===== src/rtl/fir_pkg.sv =====
// Shared types and helpers for the time-multiplexed FIR filter.
// Holds the FSM encoding, width derivations and the output saturation function.
package fir_pkg;

  typedef enum logic [1:0] {
    ST_IDLE = 2'd0,
    ST_MAC  = 2'd1,
    ST_OUT  = 2'd2
  } state_e;

  // Working width for the saturation helper; accumulators are sign-extended into it.
  localparam int unsigned SAT_W = 64;

  function automatic int unsigned clog2(input int unsigned n);
    int unsigned r;
    r = 0;
    for (int unsigned v = n - 1; v > 0; v = v >> 1) r++;
    return r;
  endfunction

  // Full-precision accumulator width: product growth plus one bit per tap doubling.
  function automatic int unsigned acc_w(input int unsigned data_w,
                                        input int unsigned coef_w,
                                        input int unsigned taps);
    return data_w + coef_w + clog2(taps);
  endfunction

  function automatic logic signed [SAT_W-1:0] saturate(input logic signed [SAT_W-1:0] v,
                                                       input int unsigned out_w);
    logic signed [SAT_W-1:0] hi;
    logic signed [SAT_W-1:0] lo;
    hi = (64'sd1 <<< (out_w - 1)) - 64'sd1;
    lo = -(64'sd1 <<< (out_w - 1));
    if (v > hi) return hi;
    if (v < lo) return lo;
    return v;
  endfunction

endpackage


===== src/rtl/fir_coef_bank.sv =====
// Coefficient register file for the serial FIR: reset to pass-through (coef[0]=1),
// writable only while the filter is idle and the address is a real tap.
module fir_coef_bank
  import fir_pkg::*;
#(
  parameter int unsigned COEF_W = 8,
  parameter int unsigned TAPS   = 8
) (
  input  logic                       clk,
  input  logic                       rst,
  input  state_e                     state,
  input  logic                       wr,
  input  logic [clog2(TAPS)-1:0]     wr_addr,
  input  logic [COEF_W-1:0]          wr_dat,
  input  logic [clog2(TAPS)-1:0]     rd_idx,
  output logic signed [COEF_W-1:0]   rd_dat_c
);

  logic signed [COEF_W-1:0] coef_q [TAPS];
  logic signed [COEF_W-1:0] coef_d [TAPS];
  logic                     wr_ok_c;

  always_comb begin
    wr_ok_c = wr && (state == ST_IDLE) && (32'(wr_addr) < TAPS);
    coef_d  = coef_q;
    if (wr_ok_c) coef_d[wr_addr] = wr_dat;
  end

  always_ff @(posedge clk or posedge rst) begin
    if (rst) begin
      for (int i = 0; i < int'(TAPS); i++) coef_q[i] <= (i == 0) ? COEF_W'(1) : '0;
    end else begin
      coef_q <= coef_d;
    end
  end

  assign rd_dat_c = coef_q[rd_idx];

endmodule


===== src/rtl/fir_serial_mac.sv =====
// Time-multiplexed FIR: one shared multiplier, TAPS MAC cycles per sample,
// valid/ready on both sides, output arithmetic shift followed by saturation.
module fir_serial_mac
  import fir_pkg::*;
#(
  parameter int unsigned DATA_W = 8,
  parameter int unsigned COEF_W = 8,
  parameter int unsigned TAPS   = 8,
  parameter int unsigned OUT_W  = 16,
  parameter int unsigned SHIFT  = 0
) (
  input  logic                    clk,
  input  logic                    rst,
  input  logic [DATA_W-1:0]       x_dat,
  input  logic                    x_vld,
  output logic                    x_rdy,
  output logic [OUT_W-1:0]        y_dat,
  output logic                    y_vld,
  input  logic                    y_rdy,
  input  logic                    coef_wr,
  input  logic [clog2(TAPS)-1:0]  coef_addr,
  input  logic [COEF_W-1:0]       coef_dat,
  output logic                    busy
);

  localparam int unsigned IDX_W  = clog2(TAPS);
  localparam int unsigned ACC_W  = acc_w(DATA_W, COEF_W, TAPS);
  localparam int unsigned PROD_W = DATA_W + COEF_W;

  state_e                   state_q, state_d;
  logic [IDX_W-1:0]         idx_q, idx_d;
  logic signed [ACC_W-1:0]  acc_q, acc_d;
  logic signed [DATA_W-1:0] dly_q [TAPS];
  logic signed [DATA_W-1:0] dly_d [TAPS];
  logic [OUT_W-1:0]         y_dat_q, y_dat_d;
  logic                     y_vld_q, y_vld_d;
  logic                     x_rdy_q, x_rdy_d;
  logic                     busy_q, busy_d;

  logic signed [COEF_W-1:0] coef_rd_c;
  logic signed [DATA_W-1:0] dly_rd_c;
  logic signed [PROD_W-1:0] prod_c;
  logic signed [ACC_W-1:0]  sum_c;
  logic signed [ACC_W-1:0]  shr_c;

  fir_coef_bank #(
    .COEF_W (COEF_W),
    .TAPS   (TAPS)
  ) u_coef_bank (
    .clk      (clk),
    .rst      (rst),
    .state    (state_q),
    .wr       (coef_wr),
    .wr_addr  (coef_addr),
    .wr_dat   (coef_dat),
    .rd_idx   (idx_q),
    .rd_dat_c (coef_rd_c)
  );

  // Shared MAC datapath; the sum already includes the current tap's product.
  always_comb begin
    dly_rd_c = dly_q[idx_q];
    prod_c   = PROD_W'(dly_rd_c) * PROD_W'(coef_rd_c);
    sum_c    = acc_q + ACC_W'(prod_c);
    shr_c    = sum_c >>> SHIFT;
  end

  always_comb begin
    state_d = state_q;
    idx_d   = idx_q;
    acc_d   = acc_q;
    dly_d   = dly_q;
    y_dat_d = y_dat_q;
    y_vld_d = y_vld_q;
    unique case (state_q)
      ST_IDLE: begin
        if (x_vld && x_rdy_q) begin
          dly_d[0] = x_dat;
          for (int i = 1; i < int'(TAPS); i++) dly_d[i] = dly_q[i-1];
          acc_d   = '0;
          idx_d   = '0;
          state_d = ST_MAC;
        end
      end
      ST_MAC: begin
        acc_d = sum_c;
        if (idx_q == IDX_W'(TAPS - 1)) begin
          idx_d   = '0;
          y_dat_d = OUT_W'(saturate(SAT_W'(shr_c), OUT_W));
          y_vld_d = 1'b1;
          state_d = ST_OUT;
        end else begin
          idx_d = idx_q + IDX_W'(1);
        end
      end
      ST_OUT: begin
        if (y_rdy) begin
          y_vld_d = 1'b0;
          state_d = ST_IDLE;
        end
      end
      default: state_d = ST_IDLE;
    endcase
    x_rdy_d = (state_d == ST_IDLE);
    busy_d  = (state_d != ST_IDLE);
  end

  always_ff @(posedge clk or posedge rst) begin
    if (rst) begin
      state_q <= ST_IDLE;
      idx_q   <= '0;
      acc_q   <= '0;
      for (int i = 0; i < int'(TAPS); i++) dly_q[i] <= '0;
      y_dat_q <= '0;
      y_vld_q <= 1'b0;
      x_rdy_q <= 1'b1;
      busy_q  <= 1'b0;
    end else begin
      state_q <= state_d;
      idx_q   <= idx_d;
      acc_q   <= acc_d;
      dly_q   <= dly_d;
      y_dat_q <= y_dat_d;
      y_vld_q <= y_vld_d;
      x_rdy_q <= x_rdy_d;
      busy_q  <= busy_d;
    end
  end

  assign x_rdy = x_rdy_q;
  assign y_dat = y_dat_q;
  assign y_vld = y_vld_q;
  assign busy  = busy_q;

endmodule


===== config.mk =====
export PLATFORM = sky130hd
export DESIGN_NAME = fir_serial_mac
export DESIGN_NICKNAME = d
export VERILOG_FILES = /design/src/rtl/fir_pkg.sv /design/src/rtl/fir_coef_bank.sv /design/src/rtl/fir_serial_mac.sv
export SDC_FILE = /design/constraint.sdc
export NUM_CORES = 1
export LEC_CHECK = 0
export ABC_AREA = 1
export BUFFER_PORTS_ARGS = -buffer_cell sky130_fd_sc_hd__buf_2
export CORE_MARGIN = 4
export CORE_UTILIZATION = 40
export DETAILED_ROUTE_END_ITERATION = 10
export GPL_ROUTABILITY_DRIVEN = 0
export HOLD_SLACK_MARGIN = 0.06
export PLACE_DENSITY_LB_ADDON = 0.2
export SLEW_MARGIN = 20
export SYNTH_ARGS = -nofsm -noshare
export SYNTH_HDL_FRONTEND = slang
export SYNTH_SLANG_ARGS = --single-unit

===== constraint.sdc =====
create_clock -name clk -period 6.18 [get_ports clk]
set_input_delay 0.927 -clock clk [delete_from_list [all_inputs] [get_ports clk]]
set_output_delay 0.927 -clock clk [all_outputs]
set_load 0.01 [all_outputs]

[Word-level counts from Yosys, hierarchy flattened]
Cells that the tools add are included.
Cells by class
  $lt $le $gt $ge: 5
  equality and inequality tests: 6
  bitwise gates (word level): 2
  $add $sub $neg: 2
  multiplexer cells: 32
  reductions and logical operators: 12
  multipliers: 1
Operator list (count)
  64-bit bitwise mux: 1
  16-bit 2-to-1 mux: 4
  8-bit binary-select mux with 3-bit select: 2
  8-bit 2-to-1 mux: 5
  19-bit one-hot mux with 2 select lines: 1
  8-bit demux with 3-bit select: 1
  19-bit by 16-bit adder with 19-bit output: 1
  19-bit by 16-bit greater-than comparator with 1-bit output (second input constant): 1
  19-bit by 16-bit less-than comparator with 1-bit output (second input constant): 1
  19-bit 2-to-1 mux: 1
  8-bit by 8-bit multiplier with 16-bit output: 1
  1-bit 2-to-1 mux: 9
  4-bit >= comparator (second input constant): 2
  3-bit inverter with 4-bit output: 2
  2-bit 2-to-1 mux: 3
  3-bit 2-to-1 mux: 2
  2-bit inequality test (second input constant): 3
  2-bit one-hot mux with 3 select lines: 1
  3-bit one-hot mux with 2 select lines: 1
  2-bit AND reduction: 3
  2-bit nonzero test: 3
  2-bit zero test: 2
  4-bit by 1-bit less-than comparator with 1-bit output (second input constant): 1
  3-bit by 1-bit adder with 3-bit output (second input constant): 1
  6 further kinds: 8
Storage, ports and cells
  register bits after elaboration: 171
  word-level logic and storage cells: 83
  input port bits: 24

[Logic depth before layout (Yosys ltp)]
  word-level depth: 15
  mapped depth: 34
  gate-level depth less buffers: 32

[By module]
Synthesis repeated with hierarchy kept, for this count alone.
Unflattened totals
  cells, all modules: 1453
  area total of the unflattened synthesis: 11543.6 sq um
Modules (own cells, without submodules)
  fir_serial_mac: area each 8299.2 sq um, times used 1, cells each 1005
  fir_coef_bank: area each 3244.4 sq um, times used 1, cells each 448

[Worst setup path before layout]
No wires, ideal clock.
  path type: register to register
  start point: register idx_q[0]
  end point: register y_dat_q[10], in the netlist y_dat[10]
  path buffers: 2
  data arrival time: 5946 ps
  path slack: 103 ps
  data required time: 6049 ps
  library setup time: 131 ps
  period minus slack after synthesis: 6077 ps
  stages on the path, launching flop included: 29
  cell sequence: dfrtp_1 > buf_4 > inv_2 > buf_2 > nor2_1 > o21ai_0 > inv_1 > o21ai_2 > inv_1 > nor2_1 > inv_1 > fa_1 > inv_1 > fa_1 > fa_1 > fa_1 > fa_1 > ha_1 > nand2_1 > nor2_2 > nand2_1 > nand3_2 > nand2_1 > nand2_1 > nand2_1 > nand2_2 > nand3_4 > a21oi_4 > a21oi_1
Between the ends
  cells in the longest elaborated chain, start to end: 13
  elaborated cells on any way between the ends: 23
Ends and longest elaborated chain
  start, declared: RTL line fir_serial_mac.sv:31  | logic [IDX_W-1:0] idx_q, idx_d;
  start signal, assigned: RTL line fir_serial_mac.sv:120  | idx_q <= idx_d;
  3-bit inverter with 4-bit output (not written as such): RTL line fir_coef_bank.sv:37, fir_serial_mac.sv:62
  8-bit binary-select mux with 3-bit select (on tied branches): RTL line fir_serial_mac.sv:62, fir_coef_bank.sv:37
  8-bit 2-to-1 mux (on tied branches) (2 in a row): RTL line fir_serial_mac.sv:62, fir_coef_bank.sv:37
  8-bit by 8-bit multiplier with 16-bit output: RTL line fir_serial_mac.sv:63  | prod_c = PROD_W'(dly_rd_c) * PROD_W'(coef_rd_c);
  19-bit by 16-bit adder with 19-bit output: RTL line fir_serial_mac.sv:64  | sum_c = acc_q + ACC_W'(prod_c);
  19-bit by 16-bit less-than comparator with 1-bit output: RTL line fir_pkg.sv:35  | if (v < lo) return lo;
  1-bit 2-to-1 mux (2 in a row): RTL line fir_pkg.sv:35
  1-bit 2-to-1 mux: RTL line fir_serial_mac.sv:87  | if (idx_q == IDX_W'(TAPS - 1)) begin
  1-bit 2-to-1 mux: RTL line fir_serial_mac.sv:75  | unique case (state_q)
  16-bit 2-to-1 mux: RTL line fir_pkg.sv:36  | return v;
  16-bit 2-to-1 mux: RTL line fir_pkg.sv:35
  end signal, assigned: RTL line fir_serial_mac.sv:123  | y_dat_q <= y_dat_d;
  end, declared: RTL line fir_serial_mac.sv:35  | logic [OUT_W-1:0] y_dat_q, y_dat_d;
Several ways; a longest one is shown, not always the timed one. The select of a mux whose other input is x is not followed.
A chain may end at the register's enable or synchronous reset.

[Final worst setup path]
Ends and elaborated chain as after synthesis.

==> out/results.tsv <==
stage	metric	value	unit
synth	synth_top_family_by_area	adder cells	
synth	synth_fa_ha_area_share	19.95	%
final_layout	layout-drive-gt1-share	14.27	%
sta	worst_slew_pin_slew	0.8633	ns
global_routing	grt_max_degree	91	
final_layout	multiInputGateArea	0.006127	mm2
final_layout	stdcell_area	0.01299	mm2
sta	clock.fmax	169.7	MHz
synth	yosys_warnings	0	
synth	synth.distinct_cells	38	
sta	clock_skew	0.01823	ns
synth	syn_inst	1360	
run_status	status	finished, final reports clean	
global_routing	grt_util_all_layers	18.74	%
synth	synth.avg_cell_area	8.318	um2
synth	ys_seq_area_share	37.85	%
worst_setup_path	crit_path_start_kind	flop	
worst_setup_path	required	6.50	ns
worst_setup_path	cp_max_fo	20	
sta	setup_viol	0	
global_routing	grt_pass1_vias	8829	
final_layout	fillers	2754	
run	maxCapViolations	0	
final_layout	antenna_cells	0	
cts	htreeDepth	4	
route	ant_nets	0	
final_layout	synthToLayoutAreaGrowth	14.83	%
sta	hold_viol	0	
final_layout	layout_commonest_cell	nand2_1	
placement	place_hpwl	20250	um
cts	root_buffer	clkbuf_16	
cts	cts_buffer_depth	2	
die	die_w	176.2	um
worst_setup_path	critPathCaptureType	flop	
placement	placed_cell_area	0.01204	mm2
cts	cts.sinks	171	
worst_setup_path	worst-setup-path-type	flop to flop	
synth	synthMuxAreaShare	0	%
sta	slew_headroom	42.38	%
die	coreArea	0.02786	mm2
placement	pre_cts_slack	0.07190	ns
route	drtIter0Drc	696	
global_routing	grt_first_pass_wirelength	46460	um
die	start_util	40.61	%
sta	drv_slew	0	
final_layout	nNetsFinal	1571	
cts	cts.clk_slew.worst_paths	0.08	ns
synth	syn-num-nets	1514	
synth	synth_area	0.01131	mm2
route	drc	0	
die	die-area	0.03103	mm2
route	drtPass1Iterations	5	
final_layout	final_cell_mix	nand2_1, inv_1, o21ai_0	
synth	synth_compound_area_share	14.33	%
route	vias	8835	
route	finalWirelength	27960	um
die	die_y	176.2	um
synth	synth_xor_area_share	0.9291	%
sta	fin_crit_sh	95.33	%
die	rows	61	
sta	worst_slack	0.2885	ns
cts	cts_tree	done	
route	post_drt_wl_per_cell	15.46	um
placement	io_buffers	42	
final_layout	area.sequential	0.004284	mm2
route	viasPerCell	4.887	
cts	ctsHoldBuffers	0	
synth	synthSimpleGateAreaFrac	17.17	%
worst_setup_path	worstPathArrival	6.21	ns
global_routing	grt-ovfl-total	0	
die	io_pins	43	
worst_hold_path	hold_path.class	flop to flop	
sta	rsz0062_at_grt	true	
cts	cts_inserted_buffers	17	
synth	ys_ff_latch	171	
sta	fin_crit	5.892	ns
cts	clk_latency	0.45	ns
global_routing	antenna_found_initial	0	
sequential cells by signal, indices dropped and copies added, names as in the netlist:
name                flops
busy                    1
x_rdy                   1
state_q                 2
dly_q                  64
y_vld                   1
y_dat                  16
acc_q                  19
idx_q                   3
u_coef_bank.coef_q     64
kinds of logic (layout without fill, tap and decap cells):
family,count (synthesis),in the layout
fa+ha+maj,130,130
simple gates,465,465
flops,171,171
xor+xnor,12,12
buf+inv,281,350
compound gates,301,302
routing by layer:
layer	track usage (%)	share of wire, %
met3	2.719	3.3
met5	0	0
met4	3.964	0.86
met2	29.73	47
met1	27.57	49
metrics by stage:
| step | TNS, ns | util [%] | hold WS (ns) | instances |
|---|---|---|---|---|
| after global routing | -0.07100 | 46.63 | 0.4973 | 1808 |
| final | 0 | 46.63 | 0.4794 | 1808 |
| after CTS | 0 | 45.37 | 0.4851 | 1794 |
| after detailed placement | 0 | 43.22 | 0.4641 | 1762 |
| after global placement | 0 | 43.22 | 0.4598 | 1762 |
| after floorplan | 0 | - | 0.4478 | 1360 |
area by class of cell:
cell class,count,area share [%]
timing repair buffer,85,4.729
inverter,233,6.858
clock buffer,17,3.275
tap,378,3.641
sequential,171,32.98
clock inverter,15,1.348
multi-input combinational,909,47.17
worst max-delay path, cell delays in order (launching register included):
cell	delay [ns]
dfrtp_2	0.46
inv_4	0.15
buf_12	0.17
nor2_1	0.05
o21ai_1	0.21
inv_1	0.06
o21ai_1	0.12
buf_4	0.18
buf_4	0.12
nand2_1	0.07
fa_2	0.54
buf_4	0.17
fa_1	0.47
inv_1	0.06
fa_1	0.51
fa_1	0.50
ha_1	0.32
ha_1	0.39
nand2_1	0.15
nor2_2	0.16
nand2_1	0.13
nand3_1	0.14
nand2_1	0.06
nand2_1	0.12
nand3_4	0.12
a21oi_4	0.25
a21oi_1	0.10
cell usage after synthesis (all sizes together):
cell type	n	area share, %
nand2	323	11
inv	233	7.7
o21ai	210	9.7
dfrtp	169	37
nor2	92	3.2
fa	84	15
a21oi	67	3.2
ha	46	5.1
buf	24	1.2
clkbuf	24	0.80
nand3	24	1.3
o22ai	14	0.77
nand4	10	0.55
or2	10	0.55
a22o	7	0.54
xor2	7	0.54
xnor2	5	0.39
nor3	4	0.42
dfstp	2	0.46
o211ai	2	0.13
nand3b	1	0.066
nor3b	1	0.17
o21bai	1	0.066
worst paths after layout:
check	slack (ns)	cells past startpoint	endpoint	start
worst max register to register	0.29	26	y_dat[10]$_DFFE_PP0P_	idx_q[0]$_DFFE_PP0P_
worst min-delay path	0.48	2	y_dat[1]$_DFFE_PP0P_	y_dat[1]$_DFFE_PP0P_
max in group asynchronous	4.45	3	u_coef_bank.coef_q[41]$_DFFE_PP0P_	rst
min in group asynchronous	0.65	2	dly_q[39]$_DFFE_PP0P_	rst
worst min register to register	0.48	2	y_dat[1]$_DFFE_PP0P_	y_dat[1]$_DFFE_PP0P_
worst max-delay path	0.29	26	y_dat[10]$_DFFE_PP0P_	idx_q[0]$_DFFE_PP0P_
timing repair:
action,CTS,global route
endpoints found under the setup margin,0,20
resized for setup,0,56
setup buffers,0,11
hold endpoints to repair,0,0
Power is left out: the tool's default activity adds up to more than one toggle a clock period on the data nets, which glitch-free logic cannot reach.
